`config.mk`:
```
export PLATFORM = sky130hd
export DESIGN_NAME = waiter_mission_sequencer
export DESIGN_NICKNAME = d
export VERILOG_FILES = /design/src/rtl/waiter_pkg.sv /design/src/rtl/waiter_mission_sequencer_sustain_detector.sv /design/src/rtl/waiter_mission_sequencer.sv
export SDC_FILE = /design/constraint.sdc
export NUM_CORES = 1
export LEC_CHECK = 0
export BUFFER_PORTS_ARGS = -buffer_cell sky130_fd_sc_hd__buf_2
export CORE_ASPECT_RATIO = 0.8
export CORE_UTILIZATION = 60
export CTS_BUF_LIST = sky130_fd_sc_hd__clkbuf_2
export DETAILED_ROUTE_END_ITERATION = 8
export PLACE_DENSITY = 0.8
export REMOVE_ABC_BUFFERS = 1
export SETUP_SLACK_MARGIN = 0.05
export SLEW_MARGIN = 20
export SYNTH_ARGS = -nofsm -noshare
export SYNTH_HDL_FRONTEND = slang
export SYNTH_SLANG_ARGS = --single-unit
```
`constraint.sdc`:
```
create_clock -name clk -period 4.6 [get_ports clk]
set_input_delay 0.46 -clock clk [delete_from_list [all_inputs] [get_ports clk]]
set_output_delay 0.46 -clock clk [all_outputs]
set_load 0.02 [all_outputs]
```
`src/rtl/waiter_pkg.sv`:
```
// Shared types and codes for the waiter robot mission sequencer.
package waiter_pkg;

  localparam int unsigned STATE_W = 4;
  localparam int unsigned DIR_W   = 3;

  localparam logic [STATE_W-1:0] TABLE_STATE = 4'b0100;

  localparam logic [DIR_W-1:0] DIR_STOP = 3'b000;
  localparam logic [DIR_W-1:0] DIR_FWD  = 3'b001;
  localparam logic [DIR_W-1:0] DIR_REV  = 3'b010;

  typedef enum logic [STATE_W-1:0] {
    ST_IDLE    = 4'b0001,
    ST_DRIVE   = 4'b0010,
    ST_BLOCKED = 4'b0011,
    ST_TABLE   = TABLE_STATE,
    ST_RETURN  = 4'b0101
  } state_t;

  // Motor command implied by a mission state; keeps direction locked to state.
  function automatic logic [DIR_W-1:0] dir_of(state_t s);
    case (s)
      ST_DRIVE:  return DIR_FWD;
      ST_RETURN: return DIR_REV;
      default:   return DIR_STOP;
    endcase
  endfunction

endpackage

```
`src/rtl/waiter_mission_sequencer_sustain_detector.sv`:
```
// Fires a single-cycle pulse once level has been high for CYCLES consecutive
// cycles; re-arms only after level drops.
module sustain_detector #(
  parameter int unsigned CYCLES = 25_000_000
) (
  input  logic clk,
  input  logic reset_n,
  input  logic clear,
  input  logic level,
  output logic pulse
);

  localparam int unsigned CW = $clog2(CYCLES + 1);
  localparam logic [CW-1:0] LAST = CW'(CYCLES - 1);

  logic [CW-1:0] cnt;
  logic          fired;

  always_ff @(posedge clk or negedge reset_n) begin
    if (!reset_n) begin
      cnt   <= '0;
      fired <= 1'b0;
    end else if (clear || !level) begin
      cnt   <= '0;
      fired <= 1'b0;
    end else if (cnt != LAST) begin
      cnt <= cnt + CW'(1);
    end else begin
      fired <= 1'b1;
    end
  end

  // Pulse in the CYCLES-th consecutive high cycle, suppressed once fired.
  assign pulse = level && !clear && !fired && (cnt == LAST);

endmodule

```
`src/rtl/waiter_mission_sequencer.sv`:
```
// Mission controller: whistle start, drive with obstacle hold, stop at the
// red table marker, serve, then reverse the odometer distance home.
module waiter_mission_sequencer
  import waiter_pkg::*;
#(
  parameter logic [7:0]  TOO_CLOSE      = 8'd20,
  parameter int unsigned WHISTLE_CYCLES = 25_000_000,
  parameter int unsigned RED_FRAMES     = 3,
  parameter int unsigned SERVE_CYCLES   = 500_000_000,
  parameter int unsigned ODO_W          = 32
) (
  input  logic               clk,
  input  logic               reset_n,
  input  logic               enable,
  input  logic [9:0]         mic_freq,
  input  logic [4:0]         threshold_frequency,
  input  logic [7:0]         distance,
  input  logic [16:0]        red_pixels,
  input  logic [16:0]        threshold_pixels,
  input  logic               frame_sop,
  output logic [DIR_W-1:0]   direction,
  output logic [STATE_W-1:0] state,
  output logic               image_ready,
  output logic               busy
);

  localparam int unsigned RC_W = $clog2(RED_FRAMES + 1);
  localparam int unsigned SV_W = $clog2(SERVE_CYCLES + 1);
  localparam logic [RC_W-1:0] RED_FULL   = RC_W'(RED_FRAMES);
  localparam logic [SV_W-1:0] SERVE_LAST = SV_W'(SERVE_CYCLES - 1);

  state_t             state_q, state_d;
  logic [DIR_W-1:0]   dir_q, dir_d;
  logic               img_q, img_d;
  logic               busy_q, busy_d;
  logic [ODO_W-1:0]   odo_q, odo_d;
  logic [RC_W-1:0]    red_q, red_d;
  logic [SV_W-1:0]    serve_q, serve_d;
  logic               sop_q;

  logic whistle_c, whistle_q, sop_rise, red_hit, red_ok, obst;

  assign whistle_c = mic_freq >= {threshold_frequency, 5'b0_0000};
  assign sop_rise  = frame_sop && !sop_q;
  assign red_hit   = red_pixels > threshold_pixels;
  assign red_ok    = (red_q == RED_FULL);
  assign obst      = distance < TOO_CLOSE;

  sustain_detector #(
    .CYCLES (WHISTLE_CYCLES)
  ) u_whistle (
    .clk     (clk),
    .reset_n (reset_n),
    .clear   (!enable),
    .level   (whistle_c),
    .pulse   (whistle_q)
  );

  always_ff @(posedge clk or negedge reset_n) begin
    if (!reset_n) begin
      state_q <= ST_IDLE;
      dir_q   <= DIR_STOP;
      img_q   <= 1'b0;
      busy_q  <= 1'b0;
      odo_q   <= '0;
      red_q   <= '0;
      serve_q <= '0;
      sop_q   <= 1'b0;
    end else begin
      state_q <= state_d;
      dir_q   <= dir_d;
      img_q   <= img_d;
      busy_q  <= busy_d;
      odo_q   <= odo_d;
      red_q   <= red_d;
      serve_q <= serve_d;
      sop_q   <= frame_sop;
    end
  end

  always_comb begin
    state_d = state_q;
    odo_d   = odo_q;
    red_d   = red_q;
    serve_d = '0;

    // Consecutive red frames, sampled once per camera packet.
    if (sop_rise) begin
      if (!red_hit)             red_d = '0;
      else if (red_q != RED_FULL) red_d = red_q + RC_W'(1);
    end

    case (state_q)
      ST_IDLE: begin
        if (whistle_q) begin
          state_d = ST_DRIVE;
          odo_d   = '0;
          red_d   = '0;
        end
      end
      ST_DRIVE: begin
        if (odo_q != '1) odo_d = odo_q + ODO_W'(1);
        if (red_ok)      state_d = ST_TABLE;
        else if (obst)   state_d = ST_BLOCKED;
      end
      ST_BLOCKED: begin
        if (red_ok)      state_d = ST_TABLE;
        else if (!obst)  state_d = ST_DRIVE;
      end
      ST_TABLE: begin
        serve_d = serve_q + SV_W'(1);
        if ((serve_q == SERVE_LAST) || whistle_q) begin
          state_d = ST_RETURN;
          serve_d = '0;
        end
      end
      ST_RETURN: begin
        if (odo_q == '0) state_d = ST_IDLE;
        else             odo_d   = odo_q - ODO_W'(1);
      end
      default: state_d = ST_IDLE;
    endcase

    if (!enable) begin
      state_d = ST_IDLE;
      odo_d   = '0;
      red_d   = '0;
      serve_d = '0;
    end

    img_d  = (state_d == ST_TABLE) && (state_q != ST_TABLE);
    dir_d  = dir_of(state_d);
    busy_d = (state_d != ST_IDLE);
  end

  assign state       = state_q;
  assign direction   = dir_q;
  assign image_ready = img_q;
  assign busy        = busy_q;

endmodule

```
==> results by group <==
Status
  • Outcome: completed

Power
  • Power Total: 1.46 mW
  • LEAKAGE: roughly 3.4 nW
  • Max IR drop VDD: ~0.14 mV
  • Ratio of total power to cell area: about 200 mW/mm²
  • Clock power share: around 32%
  • Power Internal: between 1 and 1.5 mW
  • Switching share of total power: 27.6%
  • Net switching power: 0.403 mW
  • Logic pwr share: between 7 and 8%
  • Reg power frac: around 60%

Drt
  • Pre-Repair DR Iteration Count: 5
  • Antenna Nets Post-Route: 0
  • Via density: roughly 6
  • Via count: between 5000 and 6000
  • DR DRC count: 0
  • Routed WL: approximately 15 mm
  • Initial DRC count: about 380
  • Drt wl/cell: roughly 16 µm

Clock network
  • Clk Latency, worst-skew pair: 610 ps
  • Post-CTS setup buffer count: 0
  • Clock Tree Buf Depth: 2
  • CTS resizes: 0
  • Total CTS buffers: 9
  • Root buffer cell: clkbuf_2
  • H-tree levels: 3
  • Clk sinks: 98
  • CTS tree: built
  • Worst-path clk slew: 290 ps

GRT
  • Gr usage total: about 29%
  • Largest net degree at the start of global routing: 52
  • First-pass GRT wire length: 26.3 mm
  • GRT overflow: 0
  • Vias in the first global route: ~5700
  • Initial antenna violation count: 0

Synthesis
  • Mapped Cells: 770
  • EDFF count, synth: 0
  • Mapped cell area: around 0.0066 mm²
  • Synth area leaders: dfrtp_1 (37%), ha_1 (10%), xor2_1 (6.3%), nor2_1 (5.1%), nand2_1 (4.5%)
  • Main synth FF type: dfrtp_1
  • Syn. warnings: 0
  • Async SR Flop Fraction: 100%
  • Post-synthesis cell type count: 60
  • Top post-synthesis cells by count: dfrtp_1 (97), nor2_1 (91), nand2_1 (79), ha_1 (54), o21ai_0 (49)
  • Most frequent cell after synthesis: dfrtp_1
  • Dominant cell type by area after synthesis: dfrtp_1
  • Syn_area_per_cell: roughly 8.6 µm²
  • Seq/Total Area, Yosys: ~37%
  • Number of synthesized register bits: 98
  • Yosys top cell area share: a little over a third

STA
  • Relative slew slack: 47.7%
  • RSZ-0062 raised after global routing: no
  • Final-report setup violation count: 0
  • Tightest Pin Transition: 783 ps
  • Final min period: roughly 3900 ps
  • Fin. Hold Viols: 0
  • Top achievable clock speed: roughly 0.25 GHz
  • Fin crit share: between 80% and 90%
  • Final max-slew violation count: 0
  • Post-route setup TNS: 0 ps
  • Setup Skew: between 20 and 30 ps

Floorplanning
  • Row count: 33
  • Die H: between 90 and 100 µm
  • Core Footprint: between 0.01 and 0.015 mm²
  • Starting Density: between 60% and 70%
  • I/O Pins: 70
  • Die Width: 120 µm
  • Die ar.: 0.0115 mm²

Final layout
  • Final nets: 951
  • Layout area overhead: 9.41%
  • Fraction of final layout cells with drive strength greater than 1: 11.5%
  • Layout Cells excl Fill: 980
  • FILL cells: between 800 and 900
  • Antenna cells: 0
  • Final core occ: between 60 and 70%

Worst setup path
  • CP Capture Type: flop
  • Worst path cell trace: nor2_1, and3_1, buf_4, ha_1, a21o_1, a21o_1, a311oi_1, o21ai_0, a41oi_1, o31ai_1, a311oi_1, a21oi_1, a31oi_1
  • Critical path peak fanout: 17
  • CP max stage delay: around 550 ps
  • Setup CP Type: flop to flop
  • Critical path required time: ~5200 ps
  • Slowest CP cell: dfrtp_1
  • WP data arrival: around 4500 ps
  • Crit path launch type: flop

Place
  • Cell count after placement: 962
  • Port Buffer Count: 66
  • GPL Wtd Cong: around 0.89
  • DP Wirelength: 11.4 mm

Worst hold path
  • Worst hold path type: input pin to flop

Flow run
  • Maxcap violations: 0
-- stage by stage --
step	hold WS (ps)	worst slack (ps)	area, µm²
after CTS	146	774	7260
after global placement	466	1010	7100
after floorplan	164	761	6540
final	176	657	7260
after global routing	102	395	7260
after detailed placement	485	817	7100
-- logic make-up after synthesis --
kind of cell	count (synthesis)	share of synthesized area [%]
compound gates	159	14.9
xor+xnor	76	10.0
fa+ha+maj	55	10.5
buf+inv	58	3.53
flops	98	37.0
mux	2	0.302
other cells	1	0.0565
simple gates	321	23.7
-- worst max-delay path, delay by kind of cell, from the launching register on --
kind / cells / cell delay (ps)
AOI/OAI and AO/OA: 9 / 2220
DFF: 1 / 550
and+or+nand+nor: 2 / 470
adders and majority gates: 1 / 350
buffers and inverters: 1 / 300
-- power groups by stage --
stage,clock (mW),combinational (mW),sequential [mW]
2_1_floorplan,0,0.0490,0.887
3_3_place_gp,0,0.107,0.886
3_5_place_dp,0,0.114,0.886
4_1_cts,0.485,0.116,0.873
5_1_grt,0.523,0.131,0.874
6_report,0.473,0.115,0.873
-- path summary, 6_finish.rpt --
kind	slack, ps	to	cells after the start	start
min reg2reg	510	serve_q[0]	1	serve_q[0]
max reg2reg	660	odo_q[31]	13	state[1]
max	660	odo_q[31]	13	state[1]
max in group asynchronous	3160	u_whistle.cnt[8]	3	reset_n
min	180	red_q[1]	3	enable
min in group asynchronous	380	odo_q[2]	2	reset_n
-- layout by cell type (no fill, tap or decap), types with 12 or more instances in the layout --
master,Yosys,final
o21ai_0,49,49
nand3_1,35,35
xnor2_1,28,28
nor2_1,91,91
nand2_1,79,79
nor3_1,16,16
nand4_1,25,25
buf_2,4,65
ha_1,54,54
a21oi_1,43,43
nor4_1,12,12
dfrtp_1,97,97
xor2_1,48,48
a21o_1,15,14
inv_1,37,37
-- routing by layer --
layer / GRT usage, % / share of wire, % / up-vias
met5: 0 / 0 / -
met4: 7.60 / 1.5 / 0
met3: 6.16 / 6.0 / 18
met2: 47.2 / 46 / 196
met1: 38.3 / 46 / 2861
li1: - / - / 2856
-- layout make-up --
| class | instances | area (µm²) | area share (%) |
|---|---|---|---|
| clock buffers | 9 | 45.0 | 0.620 |
| well taps | 140 | 175 | 2.41 |
| inverters | 37 | 139 | 1.91 |
| clock inverters | 7 | 96.3 | 1.33 |
| flip-flops and latches | 98 | 2450 | 33.8 |
| multi-input cells | 615 | 3950 | 54.4 |
| repair buffers | 74 | 398 | 5.48 |
-- sequential cells by signal, indices dropped and copies added (netlist names) --
register and count:
odo_q 32, serve_q 29, u_whistle.cnt 25, state 4, direction 2, red_q 2, busy 1, image_ready 1
sop_q 1, u_whistle.fired 1
-- timing repair --
action                                  in CTS  in global routing
hold buffers                                 2                  0
endpoints found under the setup margin       0                  0
endpoints found under the hold margin       50                  0
Note: power is estimated with default switching activity, not from simulation.
